<file path="src/rtl/tug_match_controller_if.sv">
// Key/light inputs and score/status outputs of the match controller.
// The slave modport is the controller's view.
interface tug_match_controller_if;
  logic       L;
  logic       R;
  logic       MostLeft;
  logic       MostRight;
  logic       playfield_clear;
  logic       in_play;
  logic [6:0] hex_left;
  logic [6:0] hex_right;
  logic [6:0] winner;

  modport master (
    output L, R, MostLeft, MostRight,
    input  playfield_clear, in_play, hex_left, hex_right, winner
  );

  modport slave (
    input  L, R, MostLeft, MostRight,
    output playfield_clear, in_play, hex_left, hex_right, winner
  );
endinterface

</file>
<file path="src/rtl/tug_match_controller.sv">
// Tug-of-war match sequencer: scores points, freezes the board after each point,
// clears the playfield between rounds and latches the match winner.
module tug_match_controller #(
  parameter int unsigned WIN_SCORE   = 7,
  parameter int unsigned HOLD_CYCLES = 4
) (
  input logic                  Clock,
  input logic                  Reset,
  tug_match_controller_if.slave bus
);

  localparam logic [3:0] WinS     = 4'(WIN_SCORE);
  localparam logic [7:0] HoldLoad = 8'(HOLD_CYCLES - 1);
  localparam logic [6:0] NoWinner = 7'b1111111;
  localparam logic [6:0] LeftWon  = 7'b1111001;
  localparam logic [6:0] RightWon = 7'b0100100;

  typedef enum logic [1:0] {
    StServe = 2'd0,
    StPlay  = 2'd1,
    StPoint = 2'd2,
    StOver  = 2'd3
  } state_e;

  state_e     fsm_q;
  logic [3:0] score_l_q;
  logic [3:0] score_r_q;
  logic [7:0] hold_cnt_q;
  logic [6:0] win_q;

  // Win rule needs exactly one key, so L and R together never score.
  logic left_pt, right_pt;
  assign left_pt  = bus.MostLeft  && bus.L && !bus.R;
  assign right_pt = bus.MostRight && bus.R && !bus.L;

  always_ff @(posedge Clock or negedge Reset) begin
    if (!Reset) begin
      fsm_q      <= StServe;
      score_l_q  <= 4'd0;
      score_r_q  <= 4'd0;
      hold_cnt_q <= 8'd0;
      win_q      <= NoWinner;
    end else begin
      case (fsm_q)
        StServe: fsm_q <= StPlay;
        StPlay: begin
          if (left_pt) begin
            score_l_q  <= score_l_q + 4'd1;
            hold_cnt_q <= HoldLoad;
            fsm_q      <= StPoint;
          end else if (right_pt) begin
            score_r_q  <= score_r_q + 4'd1;
            hold_cnt_q <= HoldLoad;
            fsm_q      <= StPoint;
          end
        end
        StPoint: begin
          if (hold_cnt_q != 8'd0) begin
            hold_cnt_q <= hold_cnt_q - 8'd1;
          end else if (score_l_q == WinS || score_r_q == WinS) begin
            fsm_q <= StOver;
            win_q <= (score_l_q == WinS) ? LeftWon : RightWon;
          end else begin
            fsm_q <= StServe;
          end
        end
        StOver:  fsm_q <= StOver;
        default: fsm_q <= StServe;
      endcase
    end
  end

  function automatic logic [6:0] seg7(input logic [3:0] d);
    case (d)
      4'd0:    seg7 = 7'b1000000;
      4'd1:    seg7 = 7'b1111001;
      4'd2:    seg7 = 7'b0100100;
      4'd3:    seg7 = 7'b0110000;
      4'd4:    seg7 = 7'b0011001;
      4'd5:    seg7 = 7'b0010010;
      4'd6:    seg7 = 7'b0000010;
      4'd7:    seg7 = 7'b1111000;
      4'd8:    seg7 = 7'b0000000;
      4'd9:    seg7 = 7'b0010000;
      default: seg7 = 7'b1111111;
    endcase
  endfunction

  assign bus.playfield_clear = (fsm_q == StServe);
  assign bus.in_play         = (fsm_q == StPlay);
  assign bus.hex_left        = seg7(score_l_q);
  assign bus.hex_right       = seg7(score_r_q);
  assign bus.winner          = win_q;

endmodule
</file>
<file path="src/flat_wrapper.sv">
// flat-port wrapper written by rule: the top's interface ports become plain ports
module tug_match_controller_flat 
#(
  parameter int unsigned WIN_SCORE   = 7,
  parameter int unsigned HOLD_CYCLES = 4
)
  (Clock, Reset, bus_L, bus_R, bus_MostLeft, bus_MostRight, bus_playfield_clear, bus_in_play, bus_hex_left, bus_hex_right, bus_winner);
  tug_match_controller_if bus_i ();
  input logic Clock;
  input logic Reset;
  input wire logic [$bits(bus_i.L)-1:0] bus_L;
  input wire logic [$bits(bus_i.R)-1:0] bus_R;
  input wire logic [$bits(bus_i.MostLeft)-1:0] bus_MostLeft;
  input wire logic [$bits(bus_i.MostRight)-1:0] bus_MostRight;
  output wire logic [$bits(bus_i.playfield_clear)-1:0] bus_playfield_clear;
  output wire logic [$bits(bus_i.in_play)-1:0] bus_in_play;
  output wire logic [$bits(bus_i.hex_left)-1:0] bus_hex_left;
  output wire logic [$bits(bus_i.hex_right)-1:0] bus_hex_right;
  output wire logic [$bits(bus_i.winner)-1:0] bus_winner;
  assign bus_i.L = bus_L;
  assign bus_i.R = bus_R;
  assign bus_i.MostLeft = bus_MostLeft;
  assign bus_i.MostRight = bus_MostRight;
  assign bus_playfield_clear = bus_i.playfield_clear;
  assign bus_in_play = bus_i.in_play;
  assign bus_hex_left = bus_i.hex_left;
  assign bus_hex_right = bus_i.hex_right;
  assign bus_winner = bus_i.winner;
  tug_match_controller #(.WIN_SCORE(WIN_SCORE), .HOLD_CYCLES(HOLD_CYCLES)) u_core (.Clock(Clock), .Reset(Reset), .bus(bus_i));
endmodule
</file>
<file path="config.mk">
export PLATFORM = sky130hd
export DESIGN_NAME = tug_match_controller_flat
export DESIGN_NICKNAME = d
export VERILOG_FILES = /design/src/rtl/tug_match_controller_if.sv /design/src/rtl/tug_match_controller.sv /design/src/flat_wrapper.sv
export SDC_FILE = /design/constraint.sdc
export NUM_CORES = 1
export LEC_CHECK = 0
export BUFFER_PORTS_ARGS = -buffer_cell sky130_fd_sc_hd__buf_2
export CAP_MARGIN = 20
export CORE_UTILIZATION = 58
export DETAILED_ROUTE_END_ITERATION = 16
export PLACE_DENSITY = 0.87
export SETUP_SLACK_MARGIN = 0.2
export SLEW_MARGIN = 40
export SYNTH_ARGS = -nofsm -noshare
export SYNTH_HDL_FRONTEND = slang
export SYNTH_SLANG_ARGS = --single-unit
export TNS_END_PERCENT = 1
</file>
<file path="constraint.sdc">
create_clock -name Clock -period 2.4 [get_ports Clock]
set_input_delay 0.24 -clock Clock [delete_from_list [all_inputs] [get_ports Clock]]
set_output_delay 0.24 -clock Clock [all_outputs]
set_load 0.01 [all_outputs]
</file>
==> results of run 1 <==
[metal layers]
| layer | up-vias | wire length (um) | share of wire | global-route usage |
|---|---|---|---|---|
| met5 | - | 0 | 0 | 0 |
| met4 | 0 | 17 | 0.0059 | 0.0811 |
| met3 | 2 | 125 | 0.043 | 0.0322 |
| met2 | 38 | 1490 | 0.52 | 0.452 |
| met1 | 585 | 1250 | 0.43 | 0.292 |
| li1 | 598 | - | - | - |
[registers in the layout, indices dropped and copies added, names as in the netlist]
name,flops
u_core.score_r_q,4
u_core.score_l_q,4
u_core.fsm_q,2
u_core.hold_cnt_q,8
u_core.bus.winner,3
[worst reg2reg max path, stage by stage (launching register included)]
cell and delay (ps):
dfrtp_1 430, inv_1 90, ha_1 190, nor3b_2 370, and4_4 300, mux2_1 330
[logic make-up after synthesis]
kind of cell    count (synthesis)
other cells                     1
simple gates                   65
fa+ha+maj                      12
flops                          21
mux                             8
xor+xnor                        7
compound gates                 30
buf+inv                        21
[through the flow]
step / worst slack, ps / utilization / power, mW / cells
finish: 327 / 0.698 / 0.788 / 217
global route: 222 / 0.698 / 0.847 / 217
CTS: 327 / 0.698 / 0.800 / 217
detailed placement: 663 / 0.681 / 0.628 / 212
global placement: 714 / 0.681 / 0.611 / 212
floorplan: 792 / - / 0.573 / 165
[final timing paths]
path                                             end  cells after the start
min in group asynchronous       u_core.hold_cnt_q[5]                      2
worst max register to register  u_core.bus.winner[2]                      5
worst max-delay path                 bus_hex_left[3]                      6
max in group asynchronous        u_core.score_r_q[1]                      2
worst min-delay path                 u_core.fsm_q[1]                      3
worst min register to register  u_core.bus.winner[4]                      2
[area by class of cell]
cell class / instances / share of cell area
timing repair buffer: 28 / 0.0913
sequential: 21 / 0.334
clock buffer: 3 / 0.0142
clock inverter: 1 / 0.00315
tap: 28 / 0.0220
multi-input combinational: 123 / 0.505
inverter: 13 / 0.0307
[what timing repair did]
item	4_1_cts	5_1_grt
gates resized for setup	0	1
endpoints found under the setup margin	0	2
hold endpoints to repair	18	0
hold buffers	1	0
[power breakdown]
| part | switching, mW | internal [mW] |
|---|---|---|
| Sequential | 0.0652 | 0.399 |
| Clock | 0.107 | 0.0620 |
| Combinational | 0.0848 | 0.0710 |
| Total | 0.257 | 0.532 |
[placed cells by master (no fill, tap or decap)]
| cell | n |
|---|---|
| buf_2 | 27 |
| nor2_1 | 21 |
| nand2_1 | 17 |
| dfrtp_1 | 17 |
| a21oi_1 | 14 |
| inv_1 | 13 |
| ha_1 | 12 |
| o21ai_0 | 10 |
| mux2i_1 | 7 |
| xnor2_1 | 7 |
| a31oi_1 | 5 |
| nand3b_1 | 5 |
| nand2b_1 | 4 |
| nand3_1 | 3 |
| nor3_1 | 3 |
| nand4_1 | 3 |
| clkbuf_4 | 3 |
| dfstp_2 | 3 |
| or2_2 | 2 |
| nor2b_1 | 2 |
| nor4_4 | 1 |
| nor3b_2 | 1 |
| nand4b_1 | 1 |
| and4_4 | 1 |
| mux2_1 | 1 |
| or3b_1 | 1 |
| a211oi_2 | 1 |
| conb_1 | 1 |
| clkinv_2 | 1 |
| dlygate4sd3_1 | 1 |
| dfrtp_2 | 1 |
==> flow_summary.json, run 1 <==
{
  "status": "finished, final reports clean",
  "synth_nets": 183,
  "dp_hpwl_um": 2240,
  "synth-edff-count": 0,
  "p_leak_nw": 0.804,
  "vias_per_cell": 5.64,
  "critPathKind": "flop to output port",
  "slowest_stage": "dfrtp_1",
  "synth_top_family_by_area": "simple AND/OR/NAND/NOR gates",
  "fin_crit_ps": 2070,
  "hp-start": "bus_MostRight",
  "diodes": 0,
  "crit_buf_inv": 2,
  "die_x_um": 51.6,
  "crit_path_start": "u_core.score_l_q[1]",
  "yosysSeqAreaShare": 0.371,
  "gp_congestion": 0.784,
  "synth_area_leaders": "dfrtp_1 32%, ha_1 11%, dfstp_2 5.5%",
  "rsz0062_at_grt": "false",
  "clock_sinks": 21,
  "grt_pass1_wl_um": 4920,
  "vias": 1223,
  "num_rows": 17,
  "fmax_ghz": 0.482,
  "dpl_cell_area_mm2": 0.00155,
  "regArea_um2": 531,
  "start_util": 0.627,
  "coreArea_mm2": 0.00228,
  "synth_compound_area_frac": 0.115,
  "cts_tree": "built",
  "drc_errors": 0,
  "cts_setup_buffers": 0,
  "critical-path-max-stage-delay_ps": 460,
  "postRouteAntennaNets": 0,
  "final_cell_area_mm2": 0.00159,
  "fillers": 191,
  "grt_start_max_net_pins": 22,
  "die_h_um": 51.6,
  "synth_top_cell_by_area": "dfrtp_1",
  "power.density_mw_per_mm2": 496,
  "cts_made_buffers": 3,
  "crit_required_ps": 2160,
  "worstSetupStartpointType": "flop",
  "synthAdderAreaFrac": 0.105,
  "grtUsageTotal": 0.246,
  "min_path_type": "input pin to flop",
  "fin_crit_sh": 0.864,
  "postSynthAreaPerCell_um2": 8.65,
  "synth_cell_types": 29,
  "drt_iter0_drc": 32,
  "antenna_found_initial": 0,
  "setup_viol": 0,
  "synthMuxAreaShare": 0.0570,
  "holdWs_ps": 286,
  "crit_chain": "inv_1 > ha_1 > or2_2 > a21oi_1 > a31oi_1 > buf_2",
  "fin_nets": 208,
  "postSynth.asyncResetShare": 1.00,
  "max-cap-violations": 0,
  "relSlewSlack": 0.570,
  "rrSetupSlack_ps": 640,
  "critPathMaxFanout": 6,
  "crit_family": "flip-flops",
  "multiInputGateArea_um2": 802,
  "areaGrowthSynthToFinish_pct": 11.3,
  "tightest_slew_ps": 645,
  "synthCells": 165,
  "synthXorXnorAreaFrac": 0.0429,
  "cp.arrival_ps": 1830,
  "ys_ff_latch": 21,
  "drt_wl_total_um": 2880,
  "grt_pass1_vias": 1141,
  "drive_gt1_frac": 0.217,
  "worstReg2RegStart": "u_core.hold_cnt_q[0]",
  "overflow": 0,
  "maxSlewViolCount": 0,
  "fin_tns_setup_ps": 0,
  "port_buffers": 27,
  "path_clk_slew_ps": 120,
  "skew_ps": 7.64,
  "netlist.area_leader.share": 0.316,
  "end_kind": "output port",
  "peakVddDrop_mv": 0.374,
  "finalHoldViolations": 0,
  "firstDrtPassIters": 4,
  "synth.most_common_cell": "nor2_1",
  "htree_num_levels": 1,
  "ys.flop_type": "dfrtp_1",
  "wl_per_cell_um": 13.3,
  "insertion_delay_ps": 300,
  "ys_warn_count": 0,
  "dieArea_mm2": 0.00266,
  "cts-root-buf": "clkbuf_4",
  "cts_buffer_depth": 2,
  "ios": 29,
  "synth-simple-area-share": 0.239,
  "synthTopCellsByCount": "21 x nor2_1, 18 x dfrtp_1, 17 x nand2_1",
  "syn_area_mm2": 0.00143
}
Power figures use the tool's default switching activity.
==> inputs of run 2 (changes only) <==
CORE_UTILIZATION = 49   (was 58)
GPL_ROUTABILITY_DRIVEN = 0   (was default)
PLACE_DENSITY = 0.78   (was 0.87)
clock period = 1.7 ns   (was 2.4 ns; I/O delays follow)
==> run 2 against run 1 <==
Net effect: largest power group unchanged; critical path type unchanged; non-clock buffer count increased by 15; core utilization shrank 1.5 points; power is 55% higher; first-iteration DRC count increased by 38%; the run now ends with setup timing left; wire length is 15% higher; combinational power up 110%; sequential cell count unchanged; clock power rose by 42%; hold slack worse by 5.2 ps; setup slack lost 330 ps; critical path depth fell by 1; final cell count grew 8.3%.
==> flow_summary.json, run 2 (synthesis gave the netlist of run 1 again) <==
{
  "status": "complete, but fails checks",
  "failed_checks": "setup timing",
  "drt_iter0_drc": 44,
  "vias": 1304,
  "dpl.cell_count": 221,
  "final_cell_area_mm2": 0.00188,
  "die_h_um": 56.0,
  "drt_wl_total_um": 3300,
  "die_x_um": 56.0,
  "htree_num_levels": 1,
  "max-cap-violations": 0,
  "grt_pass1_vias": 1199,
  "holdWs_ps": 280,
  "worstReg2RegStart": "u_core.score_l_q[0]",
  "largest_register": "u_core.hold_cnt_q",
  "grt_pass1_wl_um": 5270,
  "diodes": 0,
  "overflow": 0,
  "p_leak_nw": 0.881,
  "cts_tree": "built",
  "insertion_delay_ps": 310,
  "dp_slack_ps": 123,
  "regArea_um2": 533,
  "fillers": 199,
  "largest_register_ffs": 8,
  "cts-root-buf": "clkbuf_4",
  "dieArea_mm2": 0.00313,
  "multiInputGateArea_um2": 971,
  "wl_per_cell_um": 14.1,
  "rsz0062_at_grt": "true",
  "port_buffers": 27,
  "vias_per_cell": 5.55,
  "final_common_cell": "buf_2",
  "coreArea_mm2": 0.00276,
  "grtUsageTotal": 0.211,
  "firstDrtPassIters": 4,
  "whs_endpoint": "u_core.fsm_q[1]",
  "critPathMaxFanout": 9,
  "areaGrowthSynthToFinish_pct": 32.0,
  "start_util": 0.518,
  "hold_path_depth": 3,
  "fmax_ghz": 0.588,
  "finalHoldViolations": 0,
  "worstSetupStartpointType": "flop",
  "fin_crit_ps": 1700,
  "final_cell_mix": "27 x buf_2, 17 x nor2_1, 16 x nand2_1",
  "cts_buffer_depth": 2,
  "r2r_end": "u_core.bus.winner[2]",
  "fin_crit_sh": 1.00,
  "maxSlewViolCount": 0,
  "cts_made_buffers": 3,
  "ff2ff_path_depth": 6,
  "peakVddDrop_mv": 0.613,
  "setup_viol": 2,
  "crit_required_ps": 1530,
  "rrSetupSlack_ps": 50,
  "end_kind": "output port",
  "postRouteAntennaNets": 0,
  "fin_nets": 223,
  "hp-start": "bus_MostLeft",
  "dpl_cell_area_mm2": 0.00161,
  "fin_ws_ps": -1.77,
  "critPathKind": "flop to output port",
  "drc_errors": 0,
  "num_rows": 19,
  "cp.arrival_ps": 1530,
  "antenna_found_initial": 0,
  "skew_ps": 4.66,
  "reg_top3": "u_core.hold_cnt_q (8), u_core.score_l_q (4), u_core.score_r_q (4)",
  "path_clk_slew_ps": 110,
  "dp_hpwl_um": 2100,
  "min_path_type": "input pin to flop",
  "clock_sinks": 21,
  "grt_start_max_net_pins": 22,
  "ios": 29,
  "power.density_mw_per_mm2": 650,
  "drive_gt1_frac": 0.431,
  "final_cells": 235
}
-- run 2: cell types whose count changed in the layout (fill, tap and decap cells not counted), moves of 4 or more --
| cell | before | now |
|---|---|---|
| o21ai_0 | 10 | 6 |
| inv_2 | 0 | 5 |
| a21oi_1 | 14 | 10 |
| inv_1 | 13 | 6 |
| nor2_1 | 21 | 17 |
| ha_4 | 0 | 5 |
| ha_2 | 0 | 4 |
| ha_1 | 12 | 3 |
| buf_4 | 0 | 14 |
-- run 2: final cells by class --
type	instances	share of cell area
flip-flops and latches	21	0.283
well taps	31	0.0206
clock buffers	4	0.0139
repair buffers	43	0.139
multi-input cells	123	0.515
inverters	13	0.0286
-- run 2: report_power, final --
| part | switching (mW) | internal (mW) | leakage, nW |
|---|---|---|---|
| logic | 0.161 | 0.158 | 0.640 |
| registers | 0.0989 | 0.565 | 0.226 |
| clock network | 0.148 | 0.0917 | 0.0150 |
| total | 0.409 | 0.815 | 0.881 |
-- run 2: worst max-delay path, stage by stage, from the launching register on --
cell     delay, ps
dfrtp_1        490
inv_1          200
nand2_1        120
nor2_1         200
nor2_1          70
buf_2          140
-- run 2: what timing repair did --
action / CTS / global route
endpoints found under the hold margin: 18 / 0
hold buffers: 1 / 0
pin swaps: 4 / 24
buffers inserted: 7 / 2
setup endpoints to repair: 21 / 29
resized for setup: 15 / 34
-- run 2: worst max path at each step --
stage | startpoint | to
after global placement | u_core.hold_cnt_q[0] | u_core.hold_cnt_q[4]
after CTS | u_core.score_l_q[0] | bus_hex_left[3]
final | u_core.score_l_q[3] | bus_hex_left[6]
after detailed placement | u_core.hold_cnt_q[0] | u_core.hold_cnt_q[4]
after floorplan | u_core.hold_cnt_q[0] | u_core.bus.winner[2]
after global routing | u_core.score_l_q[3] | bus_hex_left[5]
-- run 2: layer usage --
layer,vias to the layer above,routed length [um],global-route usage
met2,47,1770,0.371
met5,-,0,0
met3,4,153,0.0535
met4,0,31,0.0627
met1,626,1350,0.253
li1,627,-,-
-- run 2: metrics by stage --
| step | utilization | power (mW) | setup TNS, ps |
|---|---|---|---|
| after floorplan | - | 0.816 | 0 |
| after global placement | 0.584 | 0.876 | 0 |
| after detailed placement | 0.584 | 0.899 | 0 |
| after CTS | 0.632 | 1.15 | 0 |
| after global routing | 0.683 | 1.29 | -433 |
| final | 0.683 | 1.22 | -3.19 |
==> inputs of run 3 (changes only) <==
PLACE_DENSITY = 0.75   (was 0.78)
TNS_END_PERCENT = 30   (was 1)
==> run 3 against run 2 <==
Net effect: the flow still finishes with violations (setup timing); combinational power increased by 7.5%; sequential power about the same; die area unchanged; setup slack got worse by 12 ps; first-iteration DRC count decreased by 34%; wire length decreased by 1.3%; non-clock buffer count increased by 4; largest power group unchanged; highest routed layer unchanged.
==> flow_summary.json, run 3 (synthesis gave the netlist of run 1 again) <==
{
  "status": "complete, but fails checks",
  "failed_checks": "setup timing",
  "largest_register": "u_core.hold_cnt_q",
  "end_kind": "output port",
  "drive_gt1_frac": 0.428,
  "overflow": 0,
  "maxSlewViolCount": 0,
  "cts-root-buf": "clkbuf_4",
  "start_util": 0.518,
  "p_leak_nw": 0.902,
  "areaGrowthSynthToFinish_pct": 33.2,
  "cts_buffer_depth": 2,
  "die_h_um": 56.0,
  "final_cell_mix": "27 x buf_2, 17 x nor2_1, 16 x nand2_1, 16 x buf_4, 14 x dfrtp_1",
  "grt_pass1_vias": 1225,
  "firstDrtPassIters": 4,
  "port_buffers": 27,
  "crit_path_start": "u_core.score_r_q[3]",
  "dpl.cell_count": 222,
  "skew_ps": 3.04,
  "grt_pass1_wl_um": 5230,
  "postRouteAntennaNets": 0,
  "p_seq_frac": 0.527,
  "final_cells": 239,
  "hold_path_depth": 3,
  "holdWs_ps": 228,
  "vias": 1304,
  "min_path_type": "input pin to flop",
  "max-cap-violations": 0,
  "worstSetupStartpointType": "flop",
  "wl_per_cell_um": 13.6,
  "cts_made_buffers": 3,
  "slowest_stage": "dfrtp_2",
  "diodes": 0,
  "r2r_end": "u_core.bus.winner[2]",
  "rrSetupSlack_ps": 50,
  "power.total_mw": 1.26,
  "dieArea_mm2": 0.00313,
  "grtUsageTotal": 0.211,
  "dp_hpwl_um": 2120,
  "p_switching_uw": 426,
  "num_rows": 19,
  "crit_chain": "inv_2 > mux2i_1 > nor2_1 > a31oi_1 > buf_2",
  "largest_register_ffs": 8,
  "clkPwrFrac": 0.199,
  "rsz0062_at_grt": "true",
  "crit_end": "bus_hex_right[4]",
  "final_common_cell": "buf_2",
  "p_comb_frac": 0.274,
  "vias_per_cell": 5.46,
  "drt_wl_total_um": 3260,
  "fin_tns_setup_ps": -13.4,
  "drc_errors": 0,
  "critical-path-max-stage-delay_ps": 470,
  "cts_tree": "built",
  "fin_ws_ps": -13.4,
  "fin_nets": 227,
  "fmax_ghz": 0.584,
  "crit_family": "flip-flops",
  "crit_required_ps": 1530,
  "htree_num_levels": 1,
  "setup_viol": 1,
  "drt_iter0_drc": 29,
  "insertion_delay_ps": 310,
  "fin_crit_sh": 1.01,
  "finalHoldViolations": 0,
  "power.internal_uw": 829,
  "die_x_um": 56.0,
  "power.density_mw_per_mm2": 660,
  "critPathMaxFanout": 7,
  "final_util": 0.690,
  "grt_start_max_net_pins": 22,
  "ios": 29,
  "path_depth": 5,
  "p_sw_frac": 0.340,
  "peakVddDrop_mv": 0.585,
  "crit_buf_inv": 2,
  "antenna_found_initial": 0,
  "reg_top3": "u_core.hold_cnt_q (8), u_core.score_l_q (4), u_core.score_r_q (4)",
  "path_clk_slew_ps": 120,
  "ff2ff_path_depth": 5,
  "critPathKind": "flop to output port",
  "worstReg2RegStart": "u_core.hold_cnt_q[0]",
  "cp.arrival_ps": 1540,
  "fin_crit_ps": 1710,
  "clock_sinks": 21,
  "coreArea_mm2": 0.00276
}
## run 3: cell count changes in the layout (fill, tap and decap cells not counted), moves of 2 or more
| cell | before | now |
|---|---|---|
| a21oi_2 | 1 | 3 |
| buf_4 | 14 | 16 |
| buf_6 | 1 | 3 |
| ha_1 | 3 | 5 |
| ha_2 | 4 | 1 |
| nor3_1 | 1 | 3 |
| nor3_2 | 2 | 0 |
## run 3: per-stage QoR
step	area (um2)	worst slack (ps)
after floorplan	1440	149
after global placement	1620	153
after CTS	1750	5.58
after detailed placement	1620	56.7
final	1900	-13.4
after global routing	1900	-96.2
## run 3: what timing repair did
action                     4_1_cts  5_1_grt
hold buffers                     1        0
cloned                           0        0
setup endpoints to repair       20       26
pin swaps                        7       11
resized for setup               17       28
buffers inserted                 6        6
hold endpoints to repair        18        0
## run 3: layout make-up
| class | instances | area [um2] |
|---|---|---|
| inverter | 13 | 51.3 |
| sequential | 21 | 534 |
| tap | 31 | 38.8 |
| timing repair buffer | 47 | 299 |
| clock buffer | 4 | 26.3 |
| multi-input combinational | 123 | 952 |
| fill | 200 | 856 |
## run 3: worst register-to-register path, stage by stage (launching register included)
cell and delay, ps:
dfrtp_1 430, inv_2 120, ha_4 160, nor3b_4 290
and4_4 300, mux2_4 300
## run 3: how the worst min path moves through the flow
stage                  start              endpoint  slack [ps]
6_report       bus_MostRight       u_core.fsm_q[1]         230
2_1_floorplan          Reset       u_core.fsm_q[0]        -130
3_5_place_dp           Reset  u_core.hold_cnt_q[1]         160
3_3_place_gp           Reset  u_core.hold_cnt_q[1]         140
5_1_grt        bus_MostRight       u_core.fsm_q[1]         240
4_1_cts         bus_MostLeft       u_core.fsm_q[1]         200
## run 3: power by group through the flow
stage	combinational (mW)	sequential, mW	clock [mW]
after floorplan	0.171	0.645	0
after global placement	0.218	0.658	0
after detailed placement	0.234	0.664	0
after CTS	0.255	0.655	0.251
after global routing	0.381	0.676	0.274
final	0.344	0.662	0.249
## run 3: layer usage
metal | track usage | vias to the layer above | share of wire
met2 | 0.393 | 27 | 0.53
met3 | 0.0488 | 6 | 0.033
met1 | 0.242 | 627 | 0.43
met4 | 0.0488 | 0 | 0.0095
met5 | 0 | - | 0
li1 | - | 644 | -
